`src/rtl/sdram_pkg.sv`:
```
// Shared SDRAM pin-level definitions: command encoding, error codes, mode-register fields.
package sdram_pkg;

  typedef enum logic [3:0] {
    CMD_MRS = 4'b0000,
    CMD_REF = 4'b0001,
    CMD_PRE = 4'b0010,
    CMD_ACT = 4'b0011,
    CMD_WR  = 4'b0100,
    CMD_RD  = 4'b0101,
    CMD_BST = 4'b0110,
    CMD_NOP = 4'b0111
  } cmd_e;

  typedef enum logic [2:0] {
    ERR_NONE     = 3'd0,
    ERR_ACT_OPEN = 3'd1,
    ERR_CLOSED   = 3'd2,
    ERR_NO_MRS   = 3'd3,
    ERR_REF_OPEN = 3'd4,
    ERR_BAD_MRS  = 3'd5
  } err_code_e;

  localparam int MRS_BL_LSB = 0;
  localparam int MRS_BL_W   = 3;
  localparam int MRS_BT_BIT = 3;
  localparam int MRS_CL_LSB = 4;
  localparam int MRS_CL_W   = 3;
  localparam int MRS_WB_BIT = 9;
  localparam int AP_BIT     = 10;

  function automatic logic [3:0] bl_decode(input logic [MRS_BL_W-1:0] code);
    case (code)
      3'd1:    return 4'd2;
      3'd2:    return 4'd4;
      3'd3:    return 4'd8;
      default: return 4'd1;
    endcase
  endfunction

endpackage

```
`src/rtl/sdram_chip_model_rd_pipe.sv`:
```
// Read return pipe: delays fetched beats CL-1 edges (CL 2/3); dqm seen 2 edges late.
// Frozen while en=0; flush drops every beat in flight.
module sdram_chip_model_rd_pipe
  import sdram_pkg::*;
#(
  parameter int DW = 16
) (
  input  logic            clk,
  input  logic            rst,
  input  logic            en,
  input  logic            flush,
  input  logic            cl3,
  input  logic            in_vld,
  input  logic [DW-1:0]   in_dat,
  input  logic [DW/8-1:0] dqm,
  output logic            out_vld,
  output logic [DW-1:0]   out_dat,
  output logic [DW/8-1:0] out_mask
);

  logic [2:0]      vld;
  logic [DW-1:0]   dat [3];
  logic [DW/8-1:0] dqm_d1;
  logic [DW/8-1:0] dqm_d2;

  always_ff @(posedge clk or posedge rst) begin
    if (rst) begin
      vld    <= '0;
      dat[0] <= '0;
      dat[1] <= '0;
      dat[2] <= '0;
      dqm_d1 <= '0;
      dqm_d2 <= '0;
    end else if (en) begin
      vld    <= flush ? 3'b000 : {vld[1:0], in_vld};
      dat[0] <= in_dat;
      dat[1] <= dat[0];
      dat[2] <= dat[1];
      dqm_d1 <= dqm;
      dqm_d2 <= dqm_d1;
    end
  end

  always_comb begin
    out_vld  = cl3 ? vld[2] : vld[1];
    out_dat  = cl3 ? dat[2] : dat[1];
    out_mask = dqm_d2;
  end

endmodule

```
`config.mk`:
```
export PLATFORM = sky130hd
export DESIGN_NAME = sdram_chip_model_rd_pipe
export DESIGN_NICKNAME = d
export VERILOG_FILES = /design/src/rtl/sdram_pkg.sv /design/src/rtl/sdram_chip_model_rd_pipe.sv
export SDC_FILE = /design/constraint.sdc
export NUM_CORES = 1
export LEC_CHECK = 0
export CAP_MARGIN = 40
export CORE_MARGIN = 1
export CORE_UTILIZATION = 30
export CTS_CLUSTER_DIAMETER = 80
export CTS_CLUSTER_SIZE = 8
export DETAILED_ROUTE_END_ITERATION = 10
export PLACE_DENSITY = 0.48
export SLEW_MARGIN = 20
export SYNTH_ARGS = -nofsm -noshare
export SYNTH_HDL_FRONTEND = slang
export SYNTH_SLANG_ARGS = --single-unit
```
`constraint.sdc`:
```
create_clock -name clk -period 4.42 [get_ports clk]
set_clock_uncertainty 0.15 [all_clocks]
set_input_delay 0.663 -clock clk [delete_from_list [all_inputs] [get_ports clk]]
set_output_delay 0.663 -clock clk [all_outputs]
set_load 0.005 [all_outputs]
```
==> results.md, run 1 <==
- Status: finished, final reports clean
- Fin. max-slew vios: 0
- Final Cell Area: 3110 µm²
- Wire per inst: 15.2 µm
- Critical path, cell by cell: clkdlybuf4s50_1 > buf_4 > mux2_2 > clkdlybuf4s50_1
- First-pass GRT wire length: 7.09 mm
- Req. time, crit path: 3610 ps
- Synth Area in Simple Gates: 0.392%
- Post-synthesis average cell area: 18.4 µm²
- Starting Density: 31.0%
- Proportion of synthesized area in mux cells: 39.0%
- WL final: 4.39 mm
- CTS root buf: clkbuf_8
- Setup TNS: 0 ps
- Rows: 33
- Arrival time at the worst endpoint: 2250 ps
- CTS Buffer Depth: 2
- Final hold vios: 0
- Pre-antenna DRT Iters: 3
- Fin Hold WS: 365 ps
- # diodes: 0
- Core Area: 8220 µm²
- Total Power: 1.20 mW
- Sequential share of the synthesized area: 53.9%
- Post-Syn Instances: 139
- I/O Pins: 43
- Die height: 94.2 µm
- Drc violations: 0
- CTS H-tree lvls: 2
- CTS sink cnt: 55
- Syn Std Cell Area: 2550 µm²
- Setup CP Type: input pin to output pin
- Leakage power: 1.43 nW
- Max Clk Rate: 327 MHz
- Fin crit period: 3060 ps
- GRT Util Overall: 10.8%
- Setup bufs post-CTS: 0
- Clock Pin Slew Worst Setup and Hold Paths: 90 ps
- CP max stage delay: 460 ps
- Inst Count DP: 281
- P per Cell Area: 386 nW/µm²
- Endpoints failing setup: 0
- HPWL after DPL: 2.88 mm
- Startpoint Class: input pin
- Number of DRC markers in iteration 0: 27
- Worst Hold Class: register to register
- Critical path's slowest cell: clkdlybuf4s50_1
- Vias per std cell: 4.26
- FF+latch count, synth: 55
- Final net count: 207
- # fillers: 774
- Most frequent CP cell: clkdlybuf4s50_1
- Peak supply drop: 133 µV
- Largest net degree at the start of global routing: 30
- DR vias: 1230
- Syn nets: 163
- Worst path top cell family by delay: buffers and inverters
- PortBufs: 42
- Post-CTS Resized: 0
- GRT overflow: 0
- GPL Wtd Cong: 0.658
- Slew @ Worst Pin: 611 ps
- CP max FO: 17
- RSZ-0062 raised after global routing: no
- Relative slew slack: 59.2%
- CTS buffer count: 5
- Synth warnings: 0
- Nature of the critical path endpoint: output pin
- Number of global-route vias before repair: 1332
- CP bufs+invs: 3
- Yosys cell types: 11
- Period Utilization, post-route: 69.2%
- TritonCTS clock tree: done
- Placed Area: 3010 µm²
- Max_cap viols: 0
- Hold buffer count at CTS: 0
- Layout cells sized above 1: 44.6%
- Synth Area in XOR/XNOR: 0%
- Routed Antenna Nets: 0
- Synth Area in Compound Gates: 1.03%
- Die area: 8880 µm²
- Synth Area in Adders: 0%
- Largest family of logic cells by synthesized area: multiplexers
- Die Wd: 94.2 µm
- Synth-to-layout area growth: 22.1%
- Post-route insts no fill: 289
- Clk_lat worst skew: 310 ps
- Initial antenna violation count: 0
-- kinds of logic (layout without fill, tap and decap cells) --
group / Yosys count / after routing
muxes: 69 / 69
AOI/OAI and AO/OA: 3 / 3
DFF: 55 / 55
and+or+nand+nor: 2 / 2
buffers and inverters: 10 / 55
-- cell usage in the layout, fill, tap and decap left out --
master           instances
a22o_1                   2
buf_12                   2
buf_4                    2
clkbuf_1                 1
clkbuf_8                 7
clkdlybuf4s50_1         41
dfrtp_1                 55
inv_2                    1
inv_4                    1
mux2_2                  11
mux2_4                  58
nand2_1                  1
nor2b_1                  1
o2bb2ai_1                1
-- state kept, by name, indices dropped and copies added (netlist names) --
signal,flops
dqm_d1,2
out_mask,2
dat,48
vld,3
-- synthesized netlist by cell type --
cell / number / share of area (%)
buf_6: 3 / 1.3
inv_1: 1 / 0.15
mux2_4: 58 / 34
nand2_1: 1 / 0.15
o2bb2ai_1: 1 / 0.34
mux2_2: 11 / 4.9
dfrtp_1: 55 / 54
nor2b_1: 1 / 0.25
inv_4: 1 / 0.25
buf_12: 5 / 3.9
a22o_1: 2 / 0.69
-- layout make-up --
class | instances | area [µm²] | share of cell area (%)
Tap cell | 105 | 131 | 4.22
Multi-Input combinational cell | 74 | 1030 | 33.1
Timing Repair Buffer | 45 | 465 | 14.9
Sequential cell | 55 | 1380 | 44.2
Inverter | 2 | 10.0 | 0.321
Clock buffer | 8 | 100 | 3.21
-- stage by stage --
stage | setup WS [ps] | utilization, %
global placement | 1360 | 36.2
global route | 1280 | 37.9
detailed placement | 1340 | 36.7
finish | 1360 | 37.9
floorplan | 2260 | -
CTS | 1340 | 37.9
-- where the power goes --
part / switching, mW / leakage (nW) / total (mW) / internal (mW)
combinational: 0.0749 / 0.730 / 0.280 / 0.205
clock: 0.158 / 0.0515 / 0.301 / 0.143
sequential: 0.0467 / 0.650 / 0.621 / 0.575
total: 0.280 / 1.43 / 1.20 / 0.923
-- final timing paths --
path / depth (start not counted) / to / from / slack (ps)
max: 4 / out_vld / cl3 / 1360
min: 1 / dat[3] / dat[3] / 370
max reg2reg: 1 / dat[21] / dat[21] / 3480
min reg2reg: 1 / dat[3] / dat[3] / 370
max in group asynchronous: 3 / dat[14] / rst / 2970
min in group asynchronous: 2 / dat[22] / rst / 590
-- per-layer routing --
| layer | wire length (µm) | share of wire (%) | global-route usage, % | vias up |
|---|---|---|---|---|
| li1 | - | - | - | 575 |
| met1 | 1950 | 44 | 13.6 | 630 |
| met2 | 2200 | 50 | 17.2 | 19 |
| met4 | 72 | 1.6 | 4.23 | 0 |
| met3 | 164 | 3.7 | 3.40 | 6 |
| met5 | 0 | 0 | 0 | - |
Note: power is estimated with default switching activity, not from simulation.
==> run 2: changes to the inputs <==
Clock period 4.42 ns to 3.01 ns, I/O delays scaled along.
==> run 2 against run 1 <==
Effect of this change: combinational power is 48% higher; flip-flop and latch count stayed put; first-iteration DRC count is 37% higher; critical path type unchanged; setup slack worse by 900 ps; hold slack worse by 0.52 ps.
==> results.md, run 2 (synthesis gave the netlist of run 1 again) <==
- Drc violations: 0
- Post-route setup slack: 464 ps
- Worst Hold Class: register to register
- Final hold vios: 0
- GRT Util Overall: 10.8%
- Relative slew slack: 54.3%
- I/O Pins: 43
- Layout cells sized above 1: 44.0%
- Number of DRC markers in iteration 0: 37
- # diodes: 0
- Vias per std cell: 4.29
- RSZ-0062 raised after global routing: no
- Arrival time at the worst endpoint: 1940 ps
- Inst Count DP: 281
- Die Wd: 94.2 µm
- Core Area: 8220 µm²
- Die area: 8880 µm²
- Clk pwr share: 23.2%
- M1 WL: 2.03 mm
- Final Cell Area: 3100 µm²
- Critical path, cell by cell: clkdlybuf4s50_1 > buf_12 > mux2_2 > clkdlybuf4s50_1
- Top Registers: dat x48, vld x3
- CTS Buffer Depth: 2
- Pre-CTS WS: 448 ps
- Starting Density: 31.0%
- DR vias: 1240
- Placed Area: 3010 µm²
- CTS root buf: clkbuf_8
- Setup TNS: 0 ps
- Req. time, crit path: 2410 ps
- PortBufs: 42
- Critical path's slowest cell: clkdlybuf4s50_1
- HPWL after DPL: 2.77 mm
- CP max FO: 17
- Endpoints failing setup: 0
- TritonCTS clock tree: done
- Nature of the critical path endpoint: output pin
- Max_cap viols: 0
- CTS buffer count: 5
- Most frequent cells in the layout: mux2_4, dfrtp_1, clkdlybuf4s50_1
- Met3 wire length: 148 µm
- Sequential fraction of design power: 52.8%
- First-pass GRT wire length: 7.25 mm
- CP bufs+invs: 3
- Post-CTS Resized: 0
- WL final: 4.35 mm
- Fin crit period: 2550 ps
- Worst path top cell family by delay: buffers and inverters
- Period Utilization, post-route: 84.6%
- Peak supply drop: 149 µV
- Number of global-route vias before repair: 1386
- CTS sink cnt: 55
- Pre-antenna DRT Iters: 3
- Slew @ Worst Pin: 685 ps
- Largest net degree at the start of global routing: 56
- Die height: 94.2 µm
- Largest Register: dat
- CTS H-tree lvls: 2
- Initial antenna violation count: 0
- Wire per inst: 15.1 µm
- GRT overflow: 0
- CP max stage delay: 500 ps
- Switching Share: 24.1%
- Status: finished, final reports clean
- Fin. max-slew vios: 0
- Routed Antenna Nets: 0
- Commonest non-fill, non-tap cell in the layout: mux2_4
- Synth-to-layout area growth: 21.3%
- Logic pwr share: 24.0%
- Psw: 0.415 mW
- Startpoint Class: input pin
- # fillers: 761
- P_int: 1.31 mW
- Post-route insts no fill: 289
- Clk_lat worst skew: 300 ps
- Leakage power: 1.42 nW
- DR WL met2: 2.10 mm
- Hold buffer count at CTS: 0
- P per Cell Area: 557 nW/µm²
- Most frequent CP cell: clkdlybuf4s50_1
- Clock Pin Slew Worst Setup and Hold Paths: 90 ps
- Final net count: 207
- Setup bufs post-CTS: 0
- GPL Wtd Cong: 0.630
- Setup CP Type: input pin to output pin
- Rows: 33
- DR top layer: met4
- Max Clk Rate: 393 MHz
- Number of flip-flops under the largest register name: 48
[run 2: changes by cell type in the layout (fill, tap and decap cells not counted)]
| cell | change |
|---|---|
| clkbuf_1 | +1 |
| clkbuf_8 | -2 |
| clkinv_2 | +1 |
[run 2: cell type report]
cell class / instances / area [µm²] / share of cell area [%]
Sequential cell: 55 / 1380 / 44.5
Multi-Input combinational cell: 74 / 1030 / 33.3
Timing Repair Buffer: 45 / 465 / 15.0
Tap cell: 105 / 131 / 4.24
Clock buffer: 7 / 76.3 / 2.47
Inverter: 2 / 10.0 / 0.323
Clock inverter: 1 / 5.00 / 0.162
[run 2: per-layer routing]
metal	up-vias	track usage, %
li1	574	-
met4	0	4.62
met1	640	14.5
met5	-	0
met2	20	16.3
met3	6	2.91
[run 2: worst paths after layout]
path,startpoint,endpoint,slack [ps],cells past startpoint
min reg2reg,dat[2],dat[2],360,1
max in group asynchronous,rst,dat[2],1750,3
min,dat[2],dat[2],360,1
max reg2reg,dat[25],dat[25],2060,1
max,cl3,out_dat[2],460,4
min in group asynchronous,rst,dat[23],500,3
[run 2: power by group through the flow]
stage | Combinational (mW) | Sequential [mW] | Clock (mW)
after floorplan | 0.276 | 0.904 | 0
after global placement | 0.409 | 0.920 | 0
after detailed placement | 0.418 | 0.925 | 0
after CTS | 0.422 | 0.913 | 0.411
after global routing | 0.447 | 0.925 | 0.442
final | 0.413 | 0.911 | 0.400
[run 2: stage by stage]
step	power (mW)	util [%]	hold slack (ps)
2_1_floorplan	1.18	-	323
3_3_place_gp	1.33	36.4	339
3_5_place_dp	1.34	36.7	337
4_1_cts	1.75	37.7	368
5_1_grt	1.81	37.7	383
6_report	1.72	37.7	365
==> run 3: changes to the inputs <==
Clock period 3.01 ns to 2.4 ns, I/O delays scaled along.
==> run 3 against run 2 <==
Effect of this change: count of clock-buffer cells in the layout is 1 lower; critical path depth stayed put; sequential share of layout area is 0.72 points lower; non-clock buffer count is 2 higher.
==> results.md, run 3 (synthesis gave the netlist of run 1 again) <==
- Core Area: 8220 µm²
- Slew @ Worst Pin: 605 ps
- Post-route insts no fill: 291
- DR vias: 1249
- Status: finished, final reports clean
- Most frequent cells in the layout: mux2_4, dfrtp_1, clkdlybuf4s50_1
- Reg-to-Reg Start: dat[19]
- Number of DRC markers in iteration 0: 41
- Wire per inst: 15.4 µm
- Period Utilization, post-route: 87.4%
- Fin. max-slew vios: 0
- I/O Pins: 43
- Setup CP Type: input pin to output pin
- Clk_lat worst skew: 310 ps
- TritonCTS clock tree: done
- Hold buffer count at CTS: 0
- Layout cells sized above 1: 45.2%
- # diodes: 0
- Vias per std cell: 4.29
- R2R depth: 1
- Max Clk Rate: 477 MHz
- Startpoint Class: input pin
- CTS sink cnt: 55
- Setup TNS: 0 ps
- PortBufs: 42
- GPL Wtd Cong: 0.653
- CTS H-tree lvls: 2
- Peak supply drop: 205 µV
- Die area: 8880 µm²
- Clock Pin Slew Worst Setup and Hold Paths: 100 ps
- Die height: 94.2 µm
- Starting Density: 31.0%
- Worst Hold Class: input pin to async pin
- Initial antenna violation count: 0
- Setup bufs post-CTS: 0
- Worst R2R Setup Slack: 1450 ps
- Post-CTS Resized: 0
- CTS Buffer Depth: 2
- First-pass GRT wire length: 7.19 mm
- Synth-to-layout area growth: 23.3%
- GRT overflow: 0
- Reg2reg end: dat[19]
- Final hold vios: 0
- P per Cell Area: 689 nW/µm²
- Die Wd: 94.2 µm
- Endpoints failing setup: 0
- HPWL after DPL: 3.00 mm
- Number of flip-flops under the largest register name: 48
- Routed Antenna Nets: 0
- Largest Register: dat
- CTS root buf: clkbuf_8
- RSZ-0062 raised after global routing: no
- Number of global-route vias before repair: 1378
- Relative slew slack: 59.6%
- Arrival time at the worst endpoint: 1590 ps
- CP max FO: 8
- Final net count: 209
- Pre-antenna DRT Iters: 3
- Nature of the critical path endpoint: output pin
- Commonest non-fill, non-tap cell in the layout: mux2_4
- Drc violations: 0
- GRT Util Overall: 10.9%
- WL final: 4.49 mm
- CTS buffer count: 5
- Rows: 33
- Req. time, crit path: 1890 ps
- Top Registers: dat x48, vld x3
- Fin crit period: 2100 ps
- Leakage power: 1.45 nW
- Max_cap viols: 0
- Largest net degree at the start of global routing: 29
- Inst Count DP: 282
==> run 3: cell types whose count changed in the layout (fill, tap and decap cells not counted), sizes merged <==
cell	before	now
clkdlybuf4s50	41	40
clkinvlp	0	1
dlymetal6s2s	0	1
buf	4	5
==> run 3: worst max path at each step <==
| stage | startpoint | depth (start not counted) | endpoint | slack, ps |
|---|---|---|---|---|
| after floorplan | rst | 1 | dat[0] | 550 |
| after global placement | cl3 | 4 | out_dat[15] | 30 |
| after detailed placement | cl3 | 4 | out_dat[13] | 30 |
| after CTS | cl3 | 4 | out_dat[13] | 30 |
| after global routing | cl3 | 4 | out_dat[4] | 270 |
| final | cl3 | 4 | out_dat[14] | 300 |
==> run 3: metal layers <==
metal / GRT usage [%] / share of wire [%] / vias up
met4: 5.64 / 1.7 / 0
met1: 14.1 / 45 / 643
met2: 16.7 / 50 / 20
met5: 0 / 0 / -
li1: - / - / 582
met3: 2.67 / 3.2 / 4
==> run 3: power breakdown <==
group | switching [mW] | internal (mW)
Clock | 0.294 | 0.205
Sequential | 0.0869 | 1.06
Combinational | 0.140 | 0.384
==> run 3: layout make-up <==
cell class | instances | area (µm²)
fill | 760 | 5070
sequential | 55 | 1380
multi-input combinational | 74 | 1030
timing repair buffer | 47 | 513
tap | 105 | 131
clock buffer | 6 | 72.6
clock inverter | 2 | 12.5
inverter | 2 | 10.0
==> run 3: stage by stage <==
| stage | util [%] | total power [mW] | hold slack [ps] | setup slack [ps] | cell area (µm²) |
|---|---|---|---|---|---|
| finish | 38.3 | 2.17 | 287 | 303 | 3150 |
| global route | 38.3 | 2.29 | 325 | 266 | 3150 |
| CTS | 38.0 | 2.20 | 311 | 25.1 | 3120 |
| detailed placement | 36.9 | 1.69 | 343 | 29.8 | 3030 |
| global placement | 36.9 | 1.67 | 339 | 33.3 | 3030 |
| floorplan | - | 1.48 | 292 | 547 | 2550 |
==> run 3: critical path, stage by stage <==
cell,delay (ps)
dlymetal6s2s_1,240
clkbuf_16,230
mux2_4,310
clkdlybuf4s50_1,440
